[config.mk]
export PLATFORM = sky130hd
export DESIGN_NAME = vga_timing_decoder
export DESIGN_NICKNAME = d
export VERILOG_FILES = /design/src/rtl/vga_dec_pkg.sv /design/src/rtl/sync_edge_detect.sv /design/src/rtl/vga_timing_decoder.sv
export SDC_FILE = /design/constraint.sdc
export NUM_CORES = 1
export LEC_CHECK = 0
export BUFFER_PORTS_ARGS = -buffer_cell sky130_fd_sc_hd__clkbuf_2
export CORE_AREA = 2 2 128 130
export CTS_CLUSTER_DIAMETER = 80
export DETAILED_ROUTE_END_ITERATION = 8
export DIE_AREA = 0 0 130 132
export GPL_TIMING_DRIVEN = 0
export MAX_ROUTING_LAYER = met4
export PLACE_DENSITY = 0.52
export SYNTH_ARGS = -nofsm -noshare
export SYNTH_HDL_FRONTEND = slang
export SYNTH_SLANG_ARGS = --single-unit
[constraint.sdc]
create_clock -name clock -period 4.1 [get_ports clock]
set_input_delay 0.41 -clock clock [delete_from_list [all_inputs] [get_ports clock]]
set_output_delay 0.41 -clock clock [all_outputs]
set_load 0.02 [all_outputs]
[src/rtl/vga_dec_pkg.sv]
// Shared types and constants for the VGA timing decoder.
package vga_dec_pkg;

  localparam int unsigned CNT_W           = 10;
  localparam int unsigned DEF_H_TOTAL     = 800;
  localparam int unsigned DEF_V_TOTAL     = 521;
  localparam int unsigned DEF_LOCK_FRAMES = 2;

  localparam logic [CNT_W-1:0] CNT_MAX = '1;
  localparam logic [CNT_W-1:0] CNT_ONE = CNT_W'(1);

  typedef enum logic [1:0] {
    ST_SEARCH,
    ST_ACQUIRE,
    ST_LOCKED
  } dec_state_t;

endpackage

[src/rtl/sync_edge_detect.sv]
// Falling-edge detector for an active-low sync, sampled only on pixel-enable
// clocks. The sync history idles high after reset.
module sync_edge_detect (
  input  logic i_clock,
  input  logic i_reset,
  input  logic i_pix_en,
  input  logic i_sync_n,
  output logic o_fall
);

  logic r_prev;

  always_ff @(posedge i_clock or posedge i_reset) begin
    if (i_reset) begin
      r_prev <= 1'b1;
    end else if (i_pix_en) begin
      r_prev <= i_sync_n;
    end
  end

  assign o_fall = i_pix_en & r_prev & ~i_sync_n;

endmodule

[src/rtl/vga_timing_decoder.sv]
// Measures VGA line/frame timing, locks onto the expected geometry and emits
// active-area pixels. Optional per-frame checksum: define VGA_DEC_CHECKSUM_EN.
module vga_timing_decoder
  import vga_dec_pkg::*;
#(
  parameter int unsigned H_TOTAL     = DEF_H_TOTAL,
  parameter int unsigned V_TOTAL     = DEF_V_TOTAL,
  parameter int unsigned LOCK_FRAMES = DEF_LOCK_FRAMES
) (
  input  logic             clock,
  input  logic             reset,
  input  logic             pix_en,
  input  logic             hSync,
  input  logic             vSync,
  input  logic             vga_blank,
  input  logic [7:0]       RED,
  input  logic [7:0]       GREEN,
  input  logic [7:0]       BLUE,
  output logic [CNT_W-1:0] pixel_x,
  output logic [CNT_W-1:0] pixel_y,
  output logic [23:0]      pixel_rgb,
  output logic             pixel_valid,
  output logic             line_start,
  output logic             frame_start,
  output logic             locked,
  output logic             timing_err,
  output logic [CNT_W-1:0] h_total,
  output logic [CNT_W-1:0] v_total
`ifdef VGA_DEC_CHECKSUM_EN
  ,
  output logic [15:0]      frame_sum
`endif
);

  localparam logic [CNT_W-1:0] H_EXP  = CNT_W'(H_TOTAL);
  localparam logic [CNT_W-1:0] V_EXP  = CNT_W'(V_TOTAL);
  localparam logic [7:0]       LOCK_N = 8'(LOCK_FRAMES);

  logic             w_line_edge;
  logic             w_frame_edge;
  logic [CNT_W-1:0] w_h_meas;
  logic [CNT_W-1:0] w_v_meas;
  logic             w_h_bad;
  logic             w_v_bad;
  logic             w_wdog;
  logic             w_valid;
  logic [CNT_W-1:0] w_cur_x;
  logic [CNT_W-1:0] w_cur_y;

  logic [CNT_W-1:0] r_hcnt;
  logic [CNT_W-1:0] r_vcnt;
  logic [CNT_W-1:0] r_xcnt;
  logic [CNT_W-1:0] r_ycnt;
  logic             r_line_active;
  dec_state_t       r_state;
  logic [7:0]       r_good_cnt;
  logic             r_frame_bad;

  sync_edge_detect u_hsync_edge (
    .i_clock  (clock),
    .i_reset  (reset),
    .i_pix_en (pix_en),
    .i_sync_n (hSync),
    .o_fall   (w_line_edge)
  );

  sync_edge_detect u_vsync_edge (
    .i_clock  (clock),
    .i_reset  (reset),
    .i_pix_en (pix_en),
    .i_sync_n (vSync),
    .o_fall   (w_frame_edge)
  );

  always_comb begin
    w_h_meas = r_hcnt + CNT_ONE;
    w_v_meas = r_vcnt + CNT_ONE;
    w_h_bad  = w_line_edge & (w_h_meas != H_EXP);
    w_v_bad  = w_frame_edge & (w_v_meas != V_EXP);
    // A counter parked at its ceiling trips the watchdog unless the edge that
    // would clear it arrives on this very pixel.
    w_wdog   = pix_en & (((r_hcnt == CNT_MAX) & ~w_line_edge) |
                         ((r_vcnt == CNT_MAX) & ~w_frame_edge));
    w_valid  = pix_en & vga_blank & locked;
    w_cur_x  = w_line_edge ? '0 : r_xcnt;
    if (w_frame_edge) begin
      w_cur_y = '0;
    end else if (w_line_edge && r_line_active) begin
      w_cur_y = r_ycnt + CNT_ONE;
    end else begin
      w_cur_y = r_ycnt;
    end
  end

  always_ff @(posedge clock or posedge reset) begin
    if (reset) begin
      r_hcnt        <= '0;
      r_vcnt        <= '0;
      r_xcnt        <= '0;
      r_ycnt        <= '0;
      r_line_active <= 1'b0;
      h_total       <= '0;
      v_total       <= '0;
      pixel_x       <= '0;
      pixel_y       <= '0;
      pixel_rgb     <= '0;
    end else if (pix_en) begin
      if (w_line_edge) begin
        r_hcnt  <= '0;
        h_total <= w_h_meas;
      end else if (r_hcnt != CNT_MAX) begin
        r_hcnt <= r_hcnt + CNT_ONE;
      end
      if (w_frame_edge) begin
        r_vcnt  <= '0;
        v_total <= w_v_meas;
      end else if (w_line_edge && (r_vcnt != CNT_MAX)) begin
        r_vcnt <= r_vcnt + CNT_ONE;
      end
      r_xcnt        <= w_cur_x + (vga_blank ? CNT_ONE : '0);
      r_ycnt        <= w_cur_y;
      r_line_active <= (w_line_edge | w_frame_edge) ? vga_blank : (r_line_active | vga_blank);
      pixel_x       <= w_cur_x;
      pixel_y       <= w_cur_y;
      pixel_rgb     <= {RED, GREEN, BLUE};
    end
  end

  always_ff @(posedge clock or posedge reset) begin
    if (reset) begin
      pixel_valid <= 1'b0;
      line_start  <= 1'b0;
      frame_start <= 1'b0;
    end else begin
      pixel_valid <= w_valid;
      line_start  <= w_line_edge;
      frame_start <= w_frame_edge;
    end
  end

  always_ff @(posedge clock or posedge reset) begin
    if (reset) begin
      r_state     <= ST_SEARCH;
      r_good_cnt  <= '0;
      r_frame_bad <= 1'b0;
      locked      <= 1'b0;
      timing_err  <= 1'b0;
    end else begin
      timing_err <= 1'b0;
      if (w_wdog) begin
        r_state    <= ST_SEARCH;
        locked     <= 1'b0;
        timing_err <= locked;
      end else begin
        case (r_state)
          ST_SEARCH: begin
            if (w_frame_edge) begin
              r_state     <= ST_ACQUIRE;
              r_good_cnt  <= '0;
              r_frame_bad <= 1'b0;
            end
          end
          ST_ACQUIRE: begin
            // The line edge coinciding with the frame edge closes the last
            // line of the frame being judged, so its length counts too.
            if (w_frame_edge) begin
              r_frame_bad <= 1'b0;
              if (r_frame_bad || w_h_bad || w_v_bad) begin
                r_good_cnt <= '0;
              end else if (r_good_cnt + 8'd1 == LOCK_N) begin
                r_state <= ST_LOCKED;
                locked  <= 1'b1;
              end else begin
                r_good_cnt <= r_good_cnt + 8'd1;
              end
            end else if (w_h_bad) begin
              r_frame_bad <= 1'b1;
            end
          end
          ST_LOCKED: begin
            if (w_h_bad || w_v_bad) begin
              r_state    <= ST_SEARCH;
              locked     <= 1'b0;
              timing_err <= 1'b1;
            end
          end
          default: begin
            r_state <= ST_SEARCH;
            locked  <= 1'b0;
          end
        endcase
      end
    end
  end

`ifdef VGA_DEC_CHECKSUM_EN
  logic [15:0] w_pix_sum;
  logic [15:0] r_acc;

  assign w_pix_sum = 16'(RED) + 16'(GREEN) + 16'(BLUE);

  always_ff @(posedge clock or posedge reset) begin
    if (reset) begin
      r_acc     <= '0;
      frame_sum <= '0;
    end else if (pix_en) begin
      if (w_frame_edge) begin
        frame_sum <= r_acc;
        r_acc     <= w_valid ? w_pix_sum : '0;
      end else if (w_valid) begin
        r_acc <= r_acc + w_pix_sum;
      end
    end
  end
`endif

endmodule

==> results of run 1 <==
==> flip-flops by register name, indices dropped and copies added, names as in the netlist <==
register	flops
r_state	2
r_good_cnt	8
line_start	1
u_hsync_edge.r_prev	1
locked	1
h_total	10
r_frame_bad	1
pixel_x	10
r_xcnt	10
r_hcnt	10
r_line_active	1
frame_start	1
timing_err	1
u_vsync_edge.r_prev	1
r_vcnt	10
pixel_rgb	24
v_total	10
pixel_valid	1
r_ycnt	10
==> how the worst min path moves through the flow <==
stage	start	end	slack [ns]	cells after the start
after floorplan	r_xcnt[0]	r_xcnt[0]	0.47	1
after global placement	v_total[5]	v_total[5]	0.46	2
after detailed placement	reset	pixel_rgb[12]	0.36	2
after CTS	GREEN[1]	pixel_rgb[9]	0.21	2
after global routing	BLUE[4]	pixel_rgb[4]	0.21	2
final	GREEN[1]	pixel_rgb[9]	0.21	2
==> critical path: stages (launching register included) <==
cell                       delay [ns]
sky130_fd_sc_hd__dfrtp_1         0.46
sky130_fd_sc_hd__ha_1            0.36
sky130_fd_sc_hd__nand3_2         0.13
sky130_fd_sc_hd__or3_1           0.34
sky130_fd_sc_hd__or4_1           0.48
sky130_fd_sc_hd__a2111o_1        0.49
sky130_fd_sc_hd__a22oi_2         0.18
sky130_fd_sc_hd__buf_6           0.19
sky130_fd_sc_hd__nand3_1         0.09
sky130_fd_sc_hd__a21oi_1         0.19
==> kinds of logic after synthesis <==
family,Yosys count,share of synthesized area [%]
mux,35,7.12
xor+xnor,35,5.63
flops,113,52.0
simple gates,200,18.1
buf+inv,49,3.82
compound gates,98,11.5
fa+ha+maj,8,1.84
==> layer usage <==
metal	vias up	GRT usage, %
met5	-	-
met4	0	6.15
met3	22	4.71
met2	94	25.2
met1	2109	21.0
li1	2129	-
==> what timing repair did <==
action,CTS,global route
hold buffers,1,0
hold endpoints to repair,21,0
setup buffers,0,0
endpoints found under the setup margin,0,0
==> Yosys cell counts (2+ instances only) <==
master | number | share of area (%)
sky130_fd_sc_hd__buf_1 | 9 | 0.62
sky130_fd_sc_hd__o21ai_0 | 40 | 3.7
sky130_fd_sc_hd__and4_1 | 4 | 0.64
sky130_fd_sc_hd__nor3_1 | 8 | 0.74
sky130_fd_sc_hd__o41ai_1 | 5 | 0.80
sky130_fd_sc_hd__a21boi_1 | 2 | 0.28
sky130_fd_sc_hd__nand3_1 | 24 | 2.2
sky130_fd_sc_hd__o31ai_1 | 4 | 0.55
sky130_fd_sc_hd__o21a_1 | 3 | 0.41
sky130_fd_sc_hd__o211ai_1 | 2 | 0.28
sky130_fd_sc_hd__or3_1 | 8 | 0.92
sky130_fd_sc_hd__dfrtp_1 | 111 | 51
sky130_fd_sc_hd__clkbuf_1 | 18 | 1.2
sky130_fd_sc_hd__ha_1 | 8 | 1.8
sky130_fd_sc_hd__nor4_1 | 2 | 0.23
sky130_fd_sc_hd__inv_1 | 14 | 0.97
sky130_fd_sc_hd__nand2b_1 | 5 | 0.57
sky130_fd_sc_hd__a31oi_1 | 7 | 0.80
sky130_fd_sc_hd__mux2i_1 | 5 | 0.92
sky130_fd_sc_hd__nor2_1 | 39 | 2.7
sky130_fd_sc_hd__nor2b_1 | 3 | 0.34
sky130_fd_sc_hd__or2_1 | 2 | 0.23
sky130_fd_sc_hd__buf_4 | 4 | 0.55
sky130_fd_sc_hd__o21ai_1 | 3 | 0.28
sky130_fd_sc_hd__xor2_1 | 21 | 3.4
sky130_fd_sc_hd__inv_2 | 2 | 0.14
sky130_fd_sc_hd__nand2_1 | 68 | 4.7
sky130_fd_sc_hd__a41oi_1 | 2 | 0.32
sky130_fd_sc_hd__nand4_1 | 13 | 1.5
sky130_fd_sc_hd__xnor2_1 | 14 | 2.3
sky130_fd_sc_hd__dfstp_2 | 2 | 0.97
sky130_fd_sc_hd__a211oi_1 | 2 | 0.28
sky130_fd_sc_hd__and2_1 | 4 | 0.46
sky130_fd_sc_hd__and3_1 | 7 | 0.80
sky130_fd_sc_hd__mux2_2 | 30 | 6.2
sky130_fd_sc_hd__a21oi_1 | 16 | 1.5
==> per-stage QoR <==
step / instances / hold slack, ns
3_5_place_dp: 853 / 0.364
5_1_grt: 886 / 0.211
6_report: 886 / 0.213
4_1_cts: 886 / 0.206
2_1_floorplan: 538 / 0.472
3_3_place_gp: 852 / 0.464
==> report_power, final <==
group | leakage [nW] | internal (mW) | total [mW] | switching (mW)
clock | 0.303 | 1.02 | 1.53 | 0.514
sequential | 1.46 | 1.28 | 1.41 | 0.131
combinational | 1.30 | 0.274 | 0.718 | 0.445
==> cell usage in the layout (no fill, tap or decap), types with 14 or more instances in the layout <==
cell                        netlist  final
sky130_fd_sc_hd__dfrtp_1        111    111
sky130_fd_sc_hd__clkbuf_2         0     98
sky130_fd_sc_hd__nand2_1         68     68
sky130_fd_sc_hd__o21ai_0         40     40
sky130_fd_sc_hd__nor2_1          39     39
sky130_fd_sc_hd__mux2_2          30     30
sky130_fd_sc_hd__nand3_1         24     24
sky130_fd_sc_hd__xor2_1          21     21
sky130_fd_sc_hd__clkbuf_1        18     20
sky130_fd_sc_hd__clkbuf_16        0     17
sky130_fd_sc_hd__a21oi_1         16     16
sky130_fd_sc_hd__xnor2_1         14     14
==> layout make-up <==
cell class,instances,area (um2)
Clock inverter,9,130
Fill cell,1527,8850
Timing Repair Buffer,100,528
Multi-Input combinational cell,376,2410
Inverter,16,65.1
Clock buffer,23,488
Tap cell,216,270
Sequential cell,113,2830
Buffer,33,148
==> results.md, run 1 <==
Run:
- Max-cap violations in this run came to 0.

Detailed routing:
- The iteration count of the initial detailed-routing pass is 4.
- For this block, wires on met1 add up to 5.94 mm.
- The first routing iteration left 238 violations.
- In this run the remaining antenna-violating nets after routing total 0.
- Across all layers, the routed design uses 4,354 vias.
- The remaining design rule violation count is 0.
- Wire segments on met3 add up to 515 um in the final route.
- The uppermost metal layer occupied by signal nets is met4.
- The average wire per cell in the routed design is 14.4 um.
- In the routed layout, each cell is associated on average with a via count of 4.91.
- The routed design has 12.8 mm of wire.
- The met2 layer wire length in the routed design is 6.11 mm.

Global routing:
- The global-route wire length before repair is 21.9 mm.
- The total routing resource utilization after global routing is 16.6%.
- The via count of the first global-routing pass came to 4,511.
- The number of antenna violations at the first check in global routing is 0.
- The maximum number of pins on one net before global-route repair is 93.
- The residual overflow from global routing is 0.

Timing:
- The final setup skew is 0.0245 ns.
- In the final timing run, aggregate negative setup slack is 0 ns.
- The count of pins over their slew limit was 0.
- The number of hold-slack violations in the final timing report is 0.
- The achievable frequency is 0.329 GHz.
- Once routing completed, OpenROAD measured the worst setup slack at 1.06 ns.
- Setup repair after global routing left no endpoint under its margin.
- The fraction of the cycle the final worst path needs is 74.1%.
- The post-layout minimum cycle time is 3.04 ns.
- Measured against its own limit, the worst slew margin works out to 18.2%.
- The transition time of the tightest slew-check pin is 1.21 ns.
- Setup violations remaining at the end of the flow were counted as 0.

Placement:
- Timing analysis after detailed placement gives a worst setup slack of 1.07 ns.
- The estimated wirelength of the detail-placed design is 8.96 mm.
- The count of input and output buffers is 98.
- After detailed placement, the total cell area comes to 0.00624 mm2.
- The placer's final routability congestion estimate is 0.846.

Critical path:
- The worst endpoint required time is 4.42 ns.
- Following the worst setup path forward leads to its endpoint at r_good_cnt[4].
- The worst setup path is of the reg -> reg kind.
- The data arrival time of the worst path is 3.36 ns.
- The nature of the critical path endpoint is a register.
- The endpoint identified for the worst register-to-register timing path is r_good_cnt[4].
- The largest fanout on the critical path is 10.
- The beginning of the worst register-to-register path is r_vcnt[0].
- For flop-to-flop paths, the worst setup slack is 1.06 ns.
- The critical path starts at r_vcnt[0].
- The worst setup path is launched from a register.
- Counting cells, the worst reg-to-reg path comes to 9.

Floorplanning:
- The vertical extent of the die is 132 um.
- In this run the horizontal extent of the chip is 130 um.
- The starting utilization of the core area is 34.6%.
- In this run the core area contains 46 standard-cell rows.
- The core region is 0.0157 mm2.
- The die covers 0.0172 mm2.
- In this run the count of I/O pins placed on the die edge is 99.

Clock network:
- The clock passes through at most 2 buffers.
- The number of sinks driven by the clock tree is 113.
- The clock transition at the register clock pins on the worst setup and hold paths after CTS is 0.06 ns.
- For the worst-skew pair, the clock arrives at the later sink with an insertion delay of 0.42 ns.
- Clock tree synthesis inserted a total of 17 buffers.
- The total number of H-tree levels is 4.
- The clock tree root buffer cell is sky130_fd_sc_hd__clkbuf_16.
- The clock tree from TritonCTS is yes.
- After clock tree synthesis, the repair step resized 0 gates.

Logic synthesis:
- Of all flip-flops after synthesis, the portion carrying an async set or reset was 100%.
- The predominant post-synthesis flop cell is sky130_fd_sc_hd__dfrtp_1.
- In this run the cell area of the synthesized design comes to 0.00544 mm2.
- The number of flip-flops and latches in the synthesized netlist is 113.
- The number of distinct library cells after synthesis is 63.
- The number of flops mapped to enable cells by yosys is 0.
- Counting every net in the synthesized netlist gives 576.
- The number of synthesis warnings is 0.
- Each instance of the synthesized netlist takes up on average 10.1 um2.
- The share of the Yosys chip area taken by registers is 52.0%.
- The synthesized netlist cell count is 538.

Pwr:
- The design draws 3.66 mW.
- For this design the ratio of total power to cell area is 534 mW/mm2.
- The maximum resistive drop on vdd is 318 uV.
- The static leakage is 3.06 nW.

Status:
- The flow ran to the end, and the final reports show no timing, DRC or antenna violations.

Finish:
- The final layout net count is 695.
- In the final layout, the share of cells above drive strength 1 is 27.2%.
- The growth of design area from synthesis to finish is 26.1%.
- The final cell area excluding filler cells is 0.00687 mm2.
- Measured on the finished design, the core utilization comes to 43.7%.
- The repair_antennas step left the layout with diodes totalling 0.

Min path:
- The classification of the worst-slack hold path is in -> reg.
Power figures use the tool's default switching activity.
==> run 2, diff against run 1 <==
Clock period 4.1 ns to 3.2 ns, I/O delays scaled along.
==> run 2 against run 1 <==
Compared with the run above: largest power group unchanged; setup slack got worse by 0.83 ns; highest routed layer unchanged; combinational power grew 30%; die area did not move; critical path depth fell by 1; critical endpoint is now r_good_cnt[0]; final area is 0.69% higher.
==> results.md, run 2 (same netlist as run 1, synthesis figures left out) <==
Pwr:
- The portion of total power attributed to sequential cells is 38.2%.
- Net switching is 29.7% of the power.
- The clock power share is 42.2%.
- The maximum resistive drop on vdd is 339 uV.
- Summed over all cells, the static leakage comes to 3.08 nW.
- Power spread over the standard cell area amounts to 687 mW/mm2.
- The internal portion of total power is 3.34 mW.
- The net load switching power is 1.41 mW.
- Combinational logic burns 19.6% of the power.

Floorplanning:
- The total number of placement rows is 46.
- From bottom edge to top edge, the die measures 132 um.
- The starting utilization of the core area is 34.6%.
- The number of placed I/O pins is 99.
- The floorplan step defined a core boundary enclosing 0.0157 mm2.
- The floorplan step set the die width to 130 um.
- The overall die area is 0.0172 mm2.

Finish:
- The post-route netlist has 27.9% of its cells at a drive strength greater than 1.
- The flip-flop count of the largest register after layout is 24.
- The top cell types in the final layout, fill and taps aside, are 111 x sky130_fd_sc_hd__dfrtp_1, 98 x sky130_fd_sc_hd__clkbuf_2, 68 x sky130_fd_sc_hd__nand2_1, 40 x sky130_fd_sc_hd__o21ai_0, 39 x sky130_fd_sc_hd__nor2_1.
- The register with the most flip-flops in the final layout is pixel_rgb.
- The final cell area excluding filler cells is 0.00691 mm2.
- The growth of design area from synthesis to finish is 27.0%.
- The final layout net count is 696.
- The count of inserted antenna diode cells is 0.
- The library cell used most frequently in the layout, excluding fill and tap cells, is sky130_fd_sc_hd__dfrtp_1.

Detailed routing:
- The antenna violation net count after detailed routing is 0.
- The remaining design rule violation count is 0.
- The total length of routed wires is 12.8 mm.
- In this run, the number of DRC markers left after iteration 0 of detailed routing was 291.
- The average wire per cell in the routed design is 14.5 um.
- The iteration count of the initial detailed-routing pass is 5.
- The per-cell via count in the routed design is 4.94.
- The total via count in the routed design is 4,378.

Timing:
- Adding up every negative setup slack in the final design gives 0 ns.
- The relative slew slack is 13.6%.
- The count of pins over their slew limit was 0.
- Based on the critical path, the design can be clocked at up to 0.337 GHz.
- The worst path needs 2.97 ns of the cycle, external delays included.
- The fraction of the cycle the final worst path needs is 92.8%.
- The number of hold-slack violations in the final timing report is 0.
- At the pin with the least slew margin, the transition time is 1.28 ns.
- The final number of setup-violating endpoints is 0.
- Between clock sinks in the finished design, the worst skew comes to 0.00584 ns.
- Setup repair after global routing left no endpoint under its margin.

Placement:
- The count of input and output buffers is 98.
- Detailed placement finished with a half-perimeter wire length of 9.33 mm.
- After detailed placement, the total cell area comes to 0.00628 mm2.
- The placer's final routability congestion estimate is 0.872.

Critical path:
- The largest fanout on the critical path is 7.
- The endpoint identified for the worst register-to-register timing path is r_good_cnt[0].
- The kind of critical path is reg -> reg.
- For the worst flop-to-flop path, the logic depth is 8.
- Data arrives at the worst endpoint at 3.30 ns.
- STA classifies the critical path endpoint as a register.
- The worst register-to-register path begins at r_vcnt[0].
- The worst setup path is launched from a register.
- In this run the register-to-register setup slack is 0.23 ns.
- STA puts the critical path data required time at 3.53 ns.

Global routing:
- Entering global routing, the biggest net connects 38 pins.
- Across every metal layer, demand over resource in global routing totals 16.6%.
- The residual overflow from global routing is 0.
- The number of antenna violations at the first check in global routing is 0.
- The global-route wire length before repair is 21.9 mm.
- The via count of the first global-routing pass was 4,470.

Clock network:
- The deepest clock path buffer count is 2.
- Clock tree synthesis selected as its root buffer the cell sky130_fd_sc_hd__clkbuf_16.
- The count of hold-fix buffers inserted at cts is 0.
- Counting every sink on the clock net gives 113.
- Clock latency on the worst-skew pair, taken at its later pin, is 0.42 ns.
- Clock-pin slew was measured on the worst setup and hold paths at 0.06 ns.
- In this run the number of H-tree levels came out at 4.
- The number of setup buffers added after CTS is 0.
- Buffers inserted during clock tree synthesis total 17.
- The clock tree from TritonCTS is yes.

Run:
- Max-cap violations in this run came to 0.

Status:
- The flow ran to the end, and the final reports show no timing, DRC or antenna violations.

Min path:
- In this run the worst hold path is classified as in -> async.
## run 2: worst max-delay path by stage
stage	startpoint	to	slack, ns
floorplan	r_vcnt[0]	r_good_cnt[1]	0.53
CTS	r_vcnt[0]	r_good_cnt[4]	0.16
finish	r_vcnt[0]	r_good_cnt[0]	0.23
detailed placement	r_vcnt[0]	r_good_cnt[0]	0.20
global placement	r_vcnt[0]	r_good_cnt[1]	0.21
global route	r_good_cnt[2]	r_good_cnt[2]	0.03
## run 2: power by group through the flow
stage	clock network, mW	registers [mW]	logic, mW
3_3_place_gp	0	1.83	0.909
5_1_grt	2.12	1.85	1.04
2_1_floorplan	0	1.95	0.500
6_report	2.00	1.82	0.930
4_1_cts	2.05	1.82	0.939
3_5_place_dp	0	1.84	0.935
## run 2: stage by stage
stage	instances	setup slack (ns)	hold WS [ns]	total power [mW]	util, %
finish	887	0.230	0.0601	4.75	44.0
global route	887	0.0289	0.118	5.01	44.0
CTS	887	0.164	0.0737	4.81	44.0
detailed placement	855	0.199	0.469	2.77	39.9
global placement	852	0.207	0.463	2.73	39.5
floorplan	538	0.527	0.449	2.45	-
## run 2: what timing repair did
item                                    in CTS  in global routing
hold endpoints to repair                     0                  0
endpoints found under the setup margin       0                  6
gates resized for setup                      0                  1
## run 2: worst max-delay path: stages, from the launching register on
cell and delay (ns):
sky130_fd_sc_hd__dfrtp_1 0.47, sky130_fd_sc_hd__ha_2 0.32, sky130_fd_sc_hd__nand3_2 0.12, sky130_fd_sc_hd__or3_1 0.35
sky130_fd_sc_hd__or4_1 0.48, sky130_fd_sc_hd__a2111o_1 0.51, sky130_fd_sc_hd__a22oi_2 0.19, sky130_fd_sc_hd__nand4_1 0.22
sky130_fd_sc_hd__mux2i_1 0.24
## run 2: per-layer routing
layer	up-vias	wire length (um)	global-route usage, %
li1	2140	-	-
met3	34	507	4.59
met2	82	6150	25.8
met1	2122	5860	20.5
met5	-	0	-
met4	0	324	6.51
## run 2: area by class of cell
type | instances | area (um2)
Buffer | 33 | 148
Clock buffer | 19 | 453
Clock inverter | 13 | 181
Fill cell | 1537 | 8800
Inverter | 16 | 63.8
Multi-Input combinational cell | 376 | 2410
Sequential cell | 113 | 2830
Tap cell | 216 | 270
Timing Repair Buffer | 101 | 558
